### src/rtl/opb_master_pkg.sv
// Shared types and constants for the OPB master bridge: FSM states,
// default OPB widths and the response error encoding.
package opb_master_pkg;

    localparam int OPB_AWIDTH    = 32;
    localparam int OPB_DWIDTH    = 32;
    localparam int MAX_RETRY_DEF = 8;

    typedef enum logic [1:0] {
        IDLE,
        REQ,
        XFER,
        BACKOFF
    } state_e;

    typedef enum logic {
        RSP_OK  = 1'b0,
        RSP_ERR = 1'b1
    } rsp_err_e;

endpackage

### src/rtl/opb_retry_counter.sv
// Counts OPB retries for one command and flags when the next retry
// reaches the configured limit. Only built with OPB_MASTER_RETRY_LIMIT_EN.
module opb_retry_counter #(
    parameter int C_MAX_RETRY = 8
) (
    input  logic clk_i,
    input  logic rst_i,
    input  logic clear_i,
    input  logic incr_i,
    output logic last_o
);

    localparam int CW = $clog2(C_MAX_RETRY + 1);
    localparam logic [CW-1:0] LAST_COUNT = CW'(C_MAX_RETRY - 1);

    logic [CW-1:0] count_q, count_d;

    always_comb begin
        count_d = count_q;
        if (clear_i) begin
            count_d = '0;
        end else if (incr_i) begin
            count_d = count_q + 1'b1;
        end
    end

    always_ff @(posedge clk_i) begin
        if (rst_i) begin
            count_q <= '0;
        end else begin
            count_q <= count_d;
        end
    end

    // High while the count sits one below the limit: the retry seen now is the last allowed.
    assign last_o = (count_q == LAST_COUNT);

endmodule

### src/rtl/opb_ppc_master_bridge.sv
// Single-beat OPB master driven by a valid/ready command port with a one-cycle
// response pulse. Define OPB_MASTER_RETRY_LIMIT_EN to bound OPB_retry attempts.
module opb_ppc_master_bridge
    import opb_master_pkg::*;
#(
    parameter int C_OPB_AWIDTH = OPB_AWIDTH,
    parameter int C_OPB_DWIDTH = OPB_DWIDTH,
    parameter int C_MAX_RETRY  = MAX_RETRY_DEF
) (
    input  logic                      OPB_Clk,
    input  logic                      OPB_Rst,
    output logic                      M_request,
    output logic                      M_select,
    output logic                      M_RNW,
    output logic [0:C_OPB_AWIDTH-1]   M_ABus,
    output logic [0:C_OPB_DWIDTH/8-1] M_BE,
    output logic [0:C_OPB_DWIDTH-1]   M_DBus,
    output logic                      M_seqAddr,
    output logic                      M_busLock,
    input  logic                      OPB_MGrant,
    input  logic                      OPB_xferAck,
    input  logic                      OPB_errAck,
    input  logic                      OPB_retry,
    input  logic                      OPB_timeout,
    input  logic [0:C_OPB_DWIDTH-1]   OPB_DBus,
    input  logic                      cmd_valid,
    output logic                      cmd_ready,
    input  logic                      cmd_rnw,
    input  logic [C_OPB_AWIDTH-1:0]   cmd_addr,
    input  logic [C_OPB_DWIDTH-1:0]   cmd_data,
    input  logic [C_OPB_DWIDTH/8-1:0] cmd_be,
    output logic                      rsp_valid,
    output logic [C_OPB_DWIDTH-1:0]   rsp_data,
    output logic                      rsp_err
);

    localparam int BEW = C_OPB_DWIDTH / 8;

    if (C_MAX_RETRY < 1) begin : g_cfg_check
        $error("C_MAX_RETRY must be at least 1");
    end

    state_e                    state_q, state_d;
    logic                      rnw_q, rnw_d;
    logic [C_OPB_AWIDTH-1:0]   addr_q, addr_d;
    logic [C_OPB_DWIDTH-1:0]   data_q, data_d;
    logic [BEW-1:0]            be_q, be_d;

    logic                      m_request_q, m_request_d;
    logic                      m_select_q, m_select_d;
    logic                      m_rnw_q, m_rnw_d;
    logic [0:C_OPB_AWIDTH-1]   m_abus_q, m_abus_d;
    logic [0:BEW-1]            m_be_q, m_be_d;
    logic [0:C_OPB_DWIDTH-1]   m_dbus_q, m_dbus_d;
    logic                      cmd_ready_q, cmd_ready_d;
    logic                      rsp_valid_q, rsp_valid_d;
    logic [C_OPB_DWIDTH-1:0]   rsp_data_q, rsp_data_d;
    rsp_err_e                  rsp_err_q, rsp_err_d;

    logic                      drive_bus;
    logic                      fail_rsp;

`ifdef OPB_MASTER_RETRY_LIMIT_EN
    logic retry_clr, retry_inc, retry_last;

    opb_retry_counter #(
        .C_MAX_RETRY(C_MAX_RETRY)
    ) u_retry_counter (
        .clk_i  (OPB_Clk),
        .rst_i  (OPB_Rst),
        .clear_i(retry_clr),
        .incr_i (retry_inc),
        .last_o (retry_last)
    );
`endif

    always_comb begin
        // NOTE: every signal gets a default before the case so no path leaves a latch.
        state_d     = state_q;
        rnw_d       = rnw_q;
        addr_d      = addr_q;
        data_d      = data_q;
        be_d        = be_q;
        m_request_d = 1'b0;
        m_select_d  = 1'b0;
        m_rnw_d     = 1'b0;
        m_abus_d    = '0;
        m_be_d      = '0;
        m_dbus_d    = '0;
        cmd_ready_d = 1'b0;
        rsp_valid_d = 1'b0;
        rsp_data_d  = rsp_data_q;
        rsp_err_d   = rsp_err_q;
        drive_bus   = 1'b0;
        fail_rsp    = 1'b0;
`ifdef OPB_MASTER_RETRY_LIMIT_EN
        retry_clr   = 1'b0;
        retry_inc   = 1'b0;
`endif

        unique case (state_q)
            IDLE: begin
                cmd_ready_d = 1'b1;
                if (cmd_valid && cmd_ready_q) begin
                    rnw_d       = cmd_rnw;
                    addr_d      = cmd_addr;
                    data_d      = cmd_data;
                    be_d        = cmd_be;
                    cmd_ready_d = 1'b0;
                    m_request_d = 1'b1;
                    state_d     = REQ;
`ifdef OPB_MASTER_RETRY_LIMIT_EN
                    retry_clr   = 1'b1;
`endif
                end
            end
            REQ: begin
                if (OPB_MGrant) begin
                    drive_bus = 1'b1;
                    state_d   = XFER;
                end else begin
                    m_request_d = 1'b1;
                end
            end
            XFER: begin
                // xferAck wins, except that xferAck with errAck is still an error.
                if (OPB_xferAck && !OPB_errAck) begin
                    state_d     = IDLE;
                    rsp_valid_d = 1'b1;
                    rsp_err_d   = RSP_OK;
                    rsp_data_d  = rnw_q ? C_OPB_DWIDTH'(OPB_DBus) : '0;
                end else if (OPB_errAck || OPB_timeout) begin
                    fail_rsp = 1'b1;
                end else if (OPB_retry) begin
`ifdef OPB_MASTER_RETRY_LIMIT_EN
                    retry_inc = 1'b1;
                    if (retry_last) begin
                        fail_rsp = 1'b1;
                    end else begin
                        state_d = BACKOFF;
                    end
`else
                    state_d = BACKOFF;
`endif
                end else begin
                    drive_bus = 1'b1;
                end
            end
            BACKOFF: begin
                m_request_d = 1'b1;
                state_d     = REQ;
            end
            default: state_d = IDLE;
        endcase

        if (fail_rsp) begin
            state_d     = IDLE;
            rsp_valid_d = 1'b1;
            rsp_err_d   = RSP_ERR;
            rsp_data_d  = '0;
        end

        // OR-bus: address, control and data are nonzero only while selected.
        if (drive_bus) begin
            m_select_d = 1'b1;
            m_rnw_d    = rnw_q;
            m_abus_d   = addr_q;
            m_be_d     = be_q;
            m_dbus_d   = rnw_q ? '0 : data_q;
        end
    end

    always_ff @(posedge OPB_Clk) begin
        // NOTE: sequential state uses non-blocking assignments so all registers update together.
        if (OPB_Rst) begin
            state_q     <= IDLE;
            m_request_q <= 1'b0;
            m_select_q  <= 1'b0;
            m_rnw_q     <= 1'b0;
            m_abus_q    <= '0;
            m_be_q      <= '0;
            m_dbus_q    <= '0;
            cmd_ready_q <= 1'b0;
            rsp_valid_q <= 1'b0;
            rsp_data_q  <= '0;
            rsp_err_q   <= RSP_OK;
        end else begin
            state_q     <= state_d;
            m_request_q <= m_request_d;
            m_select_q  <= m_select_d;
            m_rnw_q     <= m_rnw_d;
            m_abus_q    <= m_abus_d;
            m_be_q      <= m_be_d;
            m_dbus_q    <= m_dbus_d;
            cmd_ready_q <= cmd_ready_d;
            rsp_valid_q <= rsp_valid_d;
            rsp_data_q  <= rsp_data_d;
            rsp_err_q   <= rsp_err_d;
        end
    end

    // NOTE: the command latch needs no reset; it is always loaded before it is read.
    always_ff @(posedge OPB_Clk) begin
        rnw_q  <= rnw_d;
        addr_q <= addr_d;
        data_q <= data_d;
        be_q   <= be_d;
    end

    assign M_request = m_request_q;
    assign M_select  = m_select_q;
    assign M_RNW     = m_rnw_q;
    assign M_ABus    = m_abus_q;
    assign M_BE      = m_be_q;
    assign M_DBus    = m_dbus_q;
    assign M_seqAddr = 1'b0;
    assign M_busLock = 1'b0;
    assign cmd_ready = cmd_ready_q;
    assign rsp_valid = rsp_valid_q;
    assign rsp_data  = rsp_data_q;
    assign rsp_err   = rsp_err_q;

endmodule

### config.mk
export PLATFORM = sky130hd
export DESIGN_NAME = opb_ppc_master_bridge
export DESIGN_NICKNAME = d
export VERILOG_FILES = /design/src/rtl/opb_master_pkg.sv /design/src/rtl/opb_retry_counter.sv /design/src/rtl/opb_ppc_master_bridge.sv
export SDC_FILE = /design/constraint.sdc
export NUM_CORES = 1
export LEC_CHECK = 0
export CORE_AREA = 10 10 130 132
export CTS_CLUSTER_DIAMETER = 80
export CTS_CLUSTER_SIZE = 8
export DETAILED_ROUTE_END_ITERATION = 10
export DIE_AREA = 0 0 140 142
export HOLD_SLACK_MARGIN = 0.03
export PLACE_DENSITY = 0.82
export REMOVE_ABC_BUFFERS = 1
export SYNTH_ARGS = -nofsm -noshare
export SYNTH_HDL_FRONTEND = slang
export SYNTH_HIERARCHICAL = 1
export SYNTH_SLANG_ARGS = --single-unit
### constraint.sdc
create_clock -name OPB_Clk -period 2.75 [get_ports OPB_Clk]
set_input_delay 0.275 -clock OPB_Clk [delete_from_list [all_inputs] [get_ports OPB_Clk]]
set_output_delay 0.275 -clock OPB_Clk [all_outputs]
set_load 0.005 [all_outputs]
==> flow_summary.ini <==
[status]
status = complete, no violations

[timing]
final_hold_viol_count = 0
min_period_ns = 1.838
fin_crit_sh_pct = 66.82
rsz0062_at_grt = no
slew_viol_final = 0
skew_ns = 0.01070
finalSetupViolations = 0
hold_ws_ns = 0.4014
finalSetupTns_ns = 0
fmax_mhz = 544.2

[setup_path]
arrival_ns = 2.15
path_buf_inv = 2
path_max_fanout = 38
slowest_stage = dfxtp_1
cp-start-kind = register
cp_slowest_stage_delay_ns = 0.40
critPathRequiredTime_ns = 3.06
crit_family = simple AND/OR/NAND/NOR gates
cp_cell_sequence = inv_1 -> ha_1 -> nor2b_2 -> a22oi_2 -> nor3b_4 -> buf_4 -> and2_1
crit_path_end_kind = register
critical_path_class = reg2reg

[cts]
ctsHtreeMaxLevel = 4
clk_pin_slew_ns = 0.07
cts_buffers = 17
clockRootBuffer = clkbuf_16
cts_tree = built
insertion_delay_ns = 0.42
postCtsHoldBufs = 0
clockBufferDepth = 2
cts.sinks = 177
cts_setup_buffers = 0
cts_resized = 0

[synth]
synthCells = 402
ys_top_cells_by_area = dfxtp_1, edfxtp_1, and2_1
yosysWarnings = 6
yosysTopAreaCell = dfxtp_1
netlist_area_mm2 = 0.005494
synth-seq-cells = 177
ys_seq_area_share_pct = 77.07
yosysUniqueCellTypes = 30
synth_area_per_cell_um2 = 13.67
synth.top_cell.area_share_pct = 39.35

[route]
dr.first_iter.drc_count = 150
drt-vias-per-instance = 4.578
routed_wl_um = 14250
ant_nets = 0
vias = 3740
drc = 0
first_pass_iters = 4
wl_per_cell_um = 17.44

[flow_run]
cap_violations = 0

[finish]
final_cell_mix = clkdlybuf4s50_1, dfxtp_1, and2_1
layout_commonest_cell = clkdlybuf4s50_1
nNetsFinal = 733
drive_gt1_share_pct = 6.951
diodes = 0
area_delta_synth_final_pct = 54.77

[power]
pwr-share-clk_pct = 43.1
combinationalPowerShare_pct = 8.7
swShare_pct = 21.53
p_leak_nw = 3.036
intPower_mw = 4.887
powerDensity_mw_per_mm2 = 732.4
power_frac_seq_pct = 48.2
power_mw = 6.228
vdd_drop_max_uv = 364.6
switchingPower_mw = 1.341

[floorplan]
die_h_um = 142
dieWidth_um = 140
start_util_pct = 38.38
die-area_mm2 = 0.01988
io_pins = 217
rows = 44
core_mm2 = 0.01431

[placed_design]
portBuffers = 214
dp_hpwl_um = 10410
place.gp.congestion = 0.7420

[global_routing]
grt_first_pass_wirelength_um = 22130
grt_overflow = 0
grt_usage_pct = 14.31
grt_pass1_vias = 4051
grt_antenna_before_repair = 0
grt_max_degree = 71

[hold_path]
hp-class = in2reg
-- registers in the layout (all words and copies together), names as in the netlist --
| signal | count |
|---|---|
| M_ABus | 32 |
| M_DBus | 32 |
| addr_q | 32 |
| data_q | 32 |
| rsp_data | 32 |
| M_BE | 4 |
| be_q | 4 |
| state_q | 2 |
| M_RNW | 1 |
| M_request | 1 |
| M_select | 1 |
| cmd_ready | 1 |
| rnw_q | 1 |
| rsp_err | 1 |
| rsp_valid | 1 |
-- worst register-to-register path, cell delays in order (launching register included) --
cell and delay [ns]:
dfxtp_1 0.40, inv_1 0.09, ha_1 0.26, nor2b_2 0.19
a22oi_2 0.26, nor3b_4 0.07, buf_4 0.24, and2_1 0.22
-- stage by stage --
step / instance area (µm²) / setup slack, ns / utilization [%] / cells
6_report: 8503 / 0.9124 / 59.41 / 817
5_1_grt: 8503 / 0.7948 / 59.41 / 817
4_1_cts: 8503 / 0.9100 / 59.41 / 817
3_5_place_dp: 7834 / 0.8047 / 54.73 / 785
3_3_place_gp: 7834 / 0.8857 / 54.73 / 785
2_1_floorplan: 5385 / 0.08492 / - / 380
-- synth_stat cells --
cell type / instances
a21oi_1: 34
a22oi_2: 1
and2_1: 71
and3_1: 1
buf_1: 2
buf_2: 6
buf_4: 4
clkbuf_1: 8
clkbuf_2: 3
conb_1: 1
dfxtp_1: 108
edfxtp_1: 69
ha_1: 4
inv_1: 4
mux2i_1: 1
nand2_1: 37
nand2b_1: 1
nand3_1: 32
nand4_1: 2
nor2_1: 1
nor2b_1: 1
nor2b_2: 1
nor3_1: 2
nor3b_1: 1
nor3b_2: 1
nor4b_4: 1
o2111a_1: 2
o21ai_0: 1
o21ai_2: 1
o32ai_1: 1
-- layout make-up --
class,count,area [µm²]
fill,1102,5811
clock inverter,14,240.2
clock buffer,18,429.2
inverter,4,15.01
tap,184,230.2
timing repair buffer,221,2207
multi-input combinational,199,1147
sequential,177,4234
-- path summary, 6_finish.rpt --
| kind | start | end | slack, ns | cells after the start |
|---|---|---|---|---|
| setup / recovery | state_q[0]$_SDFFE_PP0P_ | M_ABus[27]$_SDFF_PP0_ | 0.91 | 7 |
| setup reg to reg | state_q[0]$_SDFFE_PP0P_ | M_ABus[27]$_SDFF_PP0_ | 0.91 | 7 |
| hold / removal | cmd_data[16] | data_q[16]$_DFFE_PP_ | 0.40 | 1 |
| hold reg to reg | data_q[14]$_DFFE_PP_ | M_DBus[17]$_SDFF_PP0_ | 0.43 | 1 |
-- routing by layer --
| metal | track usage (%) | share of wire [%] | vias up |
|---|---|---|---|
| li1 | - | - | 1800 |
| met1 | 14.58 | 38 | 1762 |
| met2 | 24.20 | 50 | 161 |
| met3 | 7.477 | 10 | 17 |
| met4 | 6.087 | 1.6 | 0 |
| met5 | 0 | 0 | - |
-- power by group through the flow --
stage / clock, mW / combinational (mW) / sequential (mW)
3_3_place_gp: 0 / 0.517 / 3.05
4_1_cts: 2.75 / 0.551 / 3.00
3_5_place_dp: 0 / 0.536 / 3.06
2_1_floorplan: 0 / 0.176 / 3.07
6_report: 2.68 / 0.543 / 3.00
5_1_grt: 2.86 / 0.587 / 3.02
-- cell families after synthesis --
logic type / synth area share (%)
AO/OA/AOI/OAI: 4.145
other: 0.06826
adder cells (fa/ha/maj): 0.9110
buffers and inverters: 2.323
flip-flops: 77.07
AND/OR/NAND/NOR: 15.30
multiplexers: 0.1822
(Power assumes the default switching activity.)
